## src/rtl/ga_grid_pkg.sv

```systemverilog
// Shared configuration-grid constants and the config reader state type.
// Used by logic_grid, the RAM wrapper and the grid config reader.
package ga_grid_pkg;

  localparam int CELL_COUNT = 256;
  localparam int CFG_ADDR_W = 8;
  localparam int CFG_DATA_W = 8;
  localparam int CFG_RD_LAT = 2;

  typedef enum logic [1:0] {
    IDLE  = 2'd0,
    READ  = 2'd1,
    DRAIN = 2'd2,
    DONE  = 2'd3
  } cfg_state_t;

endpackage

```

## src/rtl/cfg_rd_pipe.sv

```systemverilog
// RD_LAT-stage {valid, address} shift register that tracks in-flight RAM reads.
// A flush empties every stage at the next edge.
module cfg_rd_pipe
  import ga_grid_pkg::*;
#(
  parameter int RD_LAT = CFG_RD_LAT,
  parameter int ADDR_W = CFG_ADDR_W
) (
  input  logic              clock,
  input  logic              reset_n,
  input  logic              flush,
  input  logic              in_valid,
  input  logic [ADDR_W-1:0] in_addr,
  output logic              out_valid,
  output logic [ADDR_W-1:0] out_addr
);

  logic [RD_LAT:0]   valid_chain;
  logic [ADDR_W-1:0] addr_chain [RD_LAT+1];

  assign valid_chain[0] = in_valid;
  assign addr_chain[0]  = in_addr;

  for (genvar gi = 0; gi < RD_LAT; gi++) begin : g_stage
    logic              valid_reg;
    logic [ADDR_W-1:0] addr_reg;

    always_ff @(posedge clock) begin
      if (!reset_n || flush) begin
        valid_reg <= 1'b0;
        addr_reg  <= '0;
      end else begin
        valid_reg <= valid_chain[gi];
        addr_reg  <= addr_chain[gi];
      end
    end

    assign valid_chain[gi+1] = valid_reg;
    assign addr_chain[gi+1]  = addr_reg;
  end

  assign out_valid = valid_chain[RD_LAT];
  assign out_addr  = addr_chain[RD_LAT];

endmodule

```

## src/rtl/logic_grid_config_reader.sv

```systemverilog
// Streams the circuit-block genome from the single-port RAM into logic_grid,
// one cell per cycle, with start/busy/done handshake and additive checksum.
module logic_grid_config_reader
  import ga_grid_pkg::*;
#(
  parameter int CELLS  = CELL_COUNT,
  parameter int ADDR_W = CFG_ADDR_W,
  parameter int DATA_W = CFG_DATA_W,
  parameter int RD_LAT = CFG_RD_LAT
) (
  input  logic              clock,
  input  logic              reset_n,
  input  logic              start,
  input  logic              abort,
  output logic [ADDR_W-1:0] ram_address,
  input  logic [DATA_W-1:0] ram_q,
  output logic [ADDR_W-1:0] cell_addr,
  output logic [DATA_W-1:0] cell_data,
  output logic              cell_wren,
  output logic              grid_hold,
  output logic              busy,
  output logic              done,
  output logic [DATA_W-1:0] checksum
);

  localparam int                 DRAIN_W    = $clog2(RD_LAT + 1);
  localparam logic [ADDR_W-1:0]  LAST_ADDR  = ADDR_W'(CELLS - 1);
  localparam logic [DRAIN_W-1:0] DRAIN_LAST = DRAIN_W'(RD_LAT);

  cfg_state_t         state_reg, state_next;
  logic [ADDR_W-1:0]  ram_address_reg, ram_address_next;
  logic [DRAIN_W-1:0] drain_cnt_reg, drain_cnt_next;
  logic [ADDR_W-1:0]  cell_addr_reg, cell_addr_next;
  logic [DATA_W-1:0]  cell_data_reg, cell_data_next;
  logic               cell_wren_reg, cell_wren_next;
  logic               busy_reg, busy_next;
  logic               done_reg, done_next;
  logic [DATA_W-1:0]  checksum_reg, checksum_next;

  logic              accept;
  logic              abort_load;
  logic              issue_valid;
  logic              last_issue;
  logic              pipe_valid;
  logic [ADDR_W-1:0] pipe_addr;
  logic              write_fire;

  assign accept      = (state_reg == IDLE) && start && !abort;
  assign abort_load  = abort && ((state_reg == READ) || (state_reg == DRAIN));
  assign issue_valid = (state_reg == READ);
  assign last_issue  = (ram_address_reg == LAST_ADDR);
  // A read still in flight when abort lands must never reach the grid.
  assign write_fire  = pipe_valid && !abort_load;

  cfg_rd_pipe #(
    .RD_LAT (RD_LAT),
    .ADDR_W (ADDR_W)
  ) u_rd_pipe (
    .clock     (clock),
    .reset_n   (reset_n),
    .flush     (abort_load),
    .in_valid  (issue_valid),
    .in_addr   (ram_address_reg),
    .out_valid (pipe_valid),
    .out_addr  (pipe_addr)
  );

  always_comb begin
    state_next = state_reg;
    case (state_reg)
      IDLE: begin
        if (accept) state_next = READ;
      end
      READ: begin
        if (abort)           state_next = IDLE;
        else if (last_issue) state_next = DRAIN;
      end
      DRAIN: begin
        if (abort)                             state_next = IDLE;
        else if (drain_cnt_reg == DRAIN_LAST)  state_next = DONE;
      end
      DONE: begin
        state_next = IDLE;
      end
      default: state_next = IDLE;
    endcase
  end

  always_comb begin
    ram_address_next = '0;
    drain_cnt_next   = '0;
    cell_addr_next   = cell_addr_reg;
    cell_data_next   = cell_data_reg;
    cell_wren_next   = write_fire;
    checksum_next    = checksum_reg;
    busy_next        = (state_next == READ) || (state_next == DRAIN);
    done_next        = (state_next == DONE);

    if ((state_reg == READ) && !abort && !last_issue)
      ram_address_next = ram_address_reg + ADDR_W'(1);

    if (state_reg == DRAIN)
      drain_cnt_next = drain_cnt_reg + DRAIN_W'(1);

    if (write_fire) begin
      cell_addr_next = pipe_addr;
      cell_data_next = ram_q;
    end

    if (accept)
      checksum_next = '0;
    else if (write_fire)
      checksum_next = checksum_reg + ram_q;
  end

  always_ff @(posedge clock) begin
    if (!reset_n) begin
      state_reg       <= IDLE;
      ram_address_reg <= '0;
      drain_cnt_reg   <= '0;
      cell_addr_reg   <= '0;
      cell_data_reg   <= '0;
      cell_wren_reg   <= 1'b0;
      busy_reg        <= 1'b0;
      done_reg        <= 1'b0;
      checksum_reg    <= '0;
    end else begin
      state_reg       <= state_next;
      ram_address_reg <= ram_address_next;
      drain_cnt_reg   <= drain_cnt_next;
      cell_addr_reg   <= cell_addr_next;
      cell_data_reg   <= cell_data_next;
      cell_wren_reg   <= cell_wren_next;
      busy_reg        <= busy_next;
      done_reg        <= done_next;
      checksum_reg    <= checksum_next;
    end
  end

  assign ram_address = ram_address_reg;
  assign cell_addr   = cell_addr_reg;
  assign cell_data   = cell_data_reg;
  assign cell_wren   = cell_wren_reg;
  assign busy        = busy_reg;
  // The grid stays frozen for exactly the span of a load.
  assign grid_hold   = busy_reg;
  assign done        = done_reg;
  assign checksum    = checksum_reg;

endmodule

```

## config.mk

```make
export PLATFORM = sky130hd
export DESIGN_NAME = logic_grid_config_reader
export DESIGN_NICKNAME = d
export VERILOG_FILES = /design/src/rtl/ga_grid_pkg.sv /design/src/rtl/cfg_rd_pipe.sv /design/src/rtl/logic_grid_config_reader.sv
export SDC_FILE = /design/constraint.sdc
export NUM_CORES = 1
export LEC_CHECK = 0
export BUFFER_PORTS_ARGS = -buffer_cell sky130_fd_sc_hd__buf_4
export CAP_MARGIN = 10
export CORE_AREA = 2 2 71 73
export DETAILED_ROUTE_END_ITERATION = 8
export DIE_AREA = 0 0 73 75
export PLACE_DENSITY = 0.8
export SLEW_MARGIN = 20
export SYNTH_ARGS = -nofsm -noshare
export SYNTH_HDL_FRONTEND = slang
export SYNTH_HIERARCHICAL = 1
export SYNTH_SLANG_ARGS = --single-unit
export TNS_END_PERCENT = 20
```

## constraint.sdc

```tcl
create_clock -name clock -period 2.1 [get_ports clock]
set_input_delay 0.105 -clock clock [delete_from_list [all_inputs] [get_ports clock]]
set_output_delay 0.105 -clock clock [all_outputs]
set_load 0.05 [all_outputs]
```

Word level (Yosys, flattened, before mapping). Cells that the tools add are included.

Output and inout port bits: 36. Register bits: 57. Input port bits: 12. Word-level logic and storage cells: 48.

Multiplexer cells: 6. Bitwise logic cells: 1. Reduce and logical (&&, ||, !) cells: 17. Equal/unequal tests: 8. Add/subtract/negate cells: 3.

Operators with widths (count): 2-bit equality test, second input constant (5); 2-bit 2-to-1 mux (5); 8-bit by 1-bit adder with 8-bit output, second input constant (1); 8-bit adder (1); 8-bit equality test, second input constant (1); 2-bit case mux with 4 select lines (1); 1-bit logical AND (6); 2-bit by 1-bit equality test with 1-bit output, second input constant (2); 1-bit zero test (4); 2-bit AND reduction (2); 1-bit logical OR (3); 2-bit by 1-bit adder with 2-bit output, second input constant (1); 2-bit zero test (1); 2-bit OR reduction (1); 1-bit NOT (1).

Longest topological paths before layout.
Depth after elaboration: 7. Mapped depth: 8. Gate-level depth less buffers: 8.

By module. Netlist, hierarchy kept.

Modules (own cells, without submodules): logic_grid_config_reader (cells each 217, area each 1923.1 um^2, sequential area each 780.7 um^2, times used 1); cfg_rd_pipe (cells each 38, area each 550.5 um^2, sequential area each 360.3 um^2, times used 1).

Worst setup path before layout. Ideal clock, no wire load.

Path kind: register to register. From: reg ram_address_reg[0] (netlist: ram_address[0]). To: reg busy_reg (netlist: busy). Clock period less this slack: 2.261 ns. Buffers on the path: 0. Setup time: 0.115 ns. Slack: -0.161 ns. Data arrival time: 2.146 ns. Data required time: 1.985 ns. Stages on the path, launching flop included: 9. Cell sequence: dfxtp_1 -> ha_1 -> nand3_1 -> nor3_2 -> nor3b_1 -> o21a_1 -> or2_1 -> ha_1 -> and2_1.

Longest elaborated chain between the ends: 6. Elaborated cells on any way between the ends: 7. Classes of those cells: eq/ne (3); mux (3); reduce/logical (1).

RTL lines: from (decl) (line logic_grid_config_reader.sv:31) `logic [ADDR_W-1:0] ram_address_reg, ram_address_next;`; from (signal assigned) (line logic_grid_config_reader.sv:129) `ram_address_reg <= ram_address_next;`; 8-bit equality test (*) (line logic_grid_config_reader.sv:51) `assign last_issue = (ram_address_reg == LAST_ADDR);`; 2-bit 2-to-1 mux (*) (line logic_grid_config_reader.sv:76) `else if (last_issue) state_next = DRAIN;`; 2-bit 2-to-1 mux (*) (line logic_grid_config_reader.sv:75) `if (abort) state_next = IDLE;`; 2-bit case mux with 4 select lines (*) (line logic_grid_config_reader.sv:70) `case (state_reg)`; 2-bit by 1-bit equality test with 1-bit output or 2-bit equality test (tied branches) (line logic_grid_config_reader.sv:96) `busy_next = (state_next == READ) || (state_next == DRAIN);`; 1-bit logical OR (*) (line logic_grid_config_reader.sv:96); net busy_next (line logic_grid_config_reader.sv:36) `logic busy_reg, busy_next;`; to (signal assigned) (line logic_grid_config_reader.sv:134) `busy_reg <= busy_next;`; to (decl) (line logic_grid_config_reader.sv:36).

Mark *: on every way through the listed nets, which the timed path passes. The rest lies on a longest branch. A chain may end at the register's enable or synchronous reset.

Final worst setup path. Same ends and word-level chain as after synthesis.

==> impl_metrics.json <==
{
  "leakage_nw": 1.33,
  "firstDrtPassIters": 4,
  "grt_max_degree": 44,
  "async_flop_share_pct": 0,
  "cap_violations": 0,
  "setup_viol": 0,
  "vias": 1899,
  "grt_pass1_wl_um": 7850,
  "cts.path.max_buffers": 2,
  "gp_congestion": 0.818,
  "insertion_delay_ns": 0.33,
  "status": "completed",
  "power_density_nw_per_um2": 839,
  "h-tree-depth": 3,
  "yosysSeqAreaShare_pct": 46.1,
  "met2_wirelength_um": 2150,
  "relSlewSlack_pct": 75.1,
  "syn_avg_cell_area_um2": 9.70,
  "crit_fanout": 5,
  "nNetsFinal": 331,
  "synth_cell_type_count": 45,
  "dieWidth_um": 73,
  "fillerInstances": 383,
  "coreArea_um2": 4660,
  "holdBufCountCts": 0,
  "layout-drive-gt1-share_pct": 26.8,
  "finalCritPeriodShare_pct": 91.1,
  "clk_pin_slew_ns": 0.07,
  "path_class": "reg2reg",
  "hold_class": "in2reg",
  "cts.root.buffer_cell": "clkbuf_8",
  "synth_top_area_share_pct": 46.1,
  "ant_nets": 0,
  "drc": 0,
  "overflow": 0,
  "ys_warn_count": 6,
  "globalRouteTotalUtil_pct": 18.8,
  "fp.dieH_um": 75,
  "layout_common_cells": "dfxtp_1, nand2_1, buf_4",
  "hpwl_um": 3200,
  "io_buffer_count": 47,
  "synth_edf_count": 0,
  "die-area_um2": 5480,
  "cts_made_buffers": 9,
  "cts.sinks": 57,
  "worst-endpoint-required_ns": 2.33,
  "netlist_area_um2": 2470,
  "vias_per_cell": 5.22,
  "initial_core_util_pct": 53.1,
  "ys.flop_type": "dfxtp_1",
  "final_common_cell": "dfxtp_1",
  "syn2layout_area_growth_pct": 24.5,
  "fin_util_pct": 66.1,
  "dr_wl_met3_um": 187,
  "drt_iter0_drc": 84,
  "worstPathArrival_ns": 2.14,
  "tightest_slew_ns": 0.372,
  "synthTopCellsByArea": "dfxtp_1, nand2_1, ha_1",
  "synth_nets": 281,
  "top_layer_used": "met4",
  "rsz0062_at_grt": "no",
  "antenna_found_initial": 0,
  "timing.fmax_mhz": 523,
  "io_pins": 48,
  "cts_setup_buffers": 0,
  "wl_um": 4610,
  "setup_tns_ns": 0,
  "syn_inst": 255,
  "grt_pass1_vias": 1748,
  "hold_viol": 0,
  "wl_met1_um": 2190,
  "peakVddDrop_mv": 0.629,
  "synth_top_area_cell": "dfxtp_1",
  "finClkSkew_ns": 0.00802,
  "rows": 25,
  "synth.ff_latch_count": 57,
  "antenna_cells": 0,
  "endpoint_kind": "flip-flop",
  "slew_viol_final": 0,
  "wl_per_cell_um": 12.7,
  "ctsResizeCount": 0,
  "critPathLaunchType": "flip-flop",
  "tritoncts": "built",
  "min_period_ns": 1.91
}
[synthesized netlist by cell type (3+ instances only)]
library cell / instances
nor3_1: 4
o21a_1: 3
a21boi_1: 15
nor2_1: 15
nand2_1: 51
a21o_1: 3
and2_1: 5
buf_6: 4
ha_1: 13
xnor2_1: 6
dfxtp_1: 57
o21ai_0: 6
clkbuf_1: 3
inv_1: 4
and3b_2: 8
nand3_1: 3
and3b_1: 10
mux2i_1: 4
a21oi_1: 8
[cell type report]
| type | count | area [um2] | area share, % |
|---|---|---|---|
| timing repair buffer | 50 | 375 | 12.2 |
| clock inverter | 6 | 114 | 3.70 |
| multi-input combinational | 183 | 1230 | 39.8 |
| clock buffer | 10 | 138 | 4.47 |
| tap | 54 | 67.6 | 2.19 |
| sequential | 57 | 1140 | 37.1 |
| inverter | 4 | 15.0 | 0.488 |
[metrics by stage]
stage	std cells	hold WS (ns)	worst slack (ns)	total power, mW	area (um2)
after floorplan	255	0.240	0.000496	1.28	2480
after global placement	348	0.368	0.233	1.34	2830
after detailed placement	348	0.379	0.183	1.34	2830
after CTS	364	0.0141	0.163	2.62	3080
after global routing	364	0.0141	0.0394	2.68	3080
final	364	0.0300	0.187	2.58	3080
[critical path, cell delays in order, from the launching register on]
cell and delay, ns:
dfxtp_2 0.36, ha_1 0.19, nand3_1 0.15, nor3_2 0.22, nor3b_1 0.09, o21a_1 0.18, or2_1 0.20, ha_1 0.26
and2_1 0.15
[routing by layer]
metal,global-route usage [%],vias up
li1,-,968
met1,23.0,879
met2,29.9,45
met3,5.89,7
met4,9.88,0
met5,0,-
[power breakdown]
group	switching, mW	total (mW)	internal (mW)
registers	0.0105	1.11	1.10
logic	0.127	0.209	0.0820
clock network	0.444	1.27	0.824
[worst paths after layout]
check,from,end,slack [ns],cells past startpoint
worst max-delay path,ram_address[0],busy,0.19,8
worst min-delay path,ram_q[5],cell_data[5],0.03,3
worst max register to register,ram_address[0],busy,0.19,8
worst min register to register,drain_cnt_reg[0],drain_cnt_reg[0],0.41,1
[cells by family after synthesis]
group	synth area share (%)
xor gates and xnor gates	2.83
AOI/OAI and AO/OA	13.4
DFF	46.1
adders and majority gates	7.39
muxes	1.62
buffers and inverters	4.30
and+or+nand+nor	24.4
Note: power is estimated with default switching activity, not from simulation.
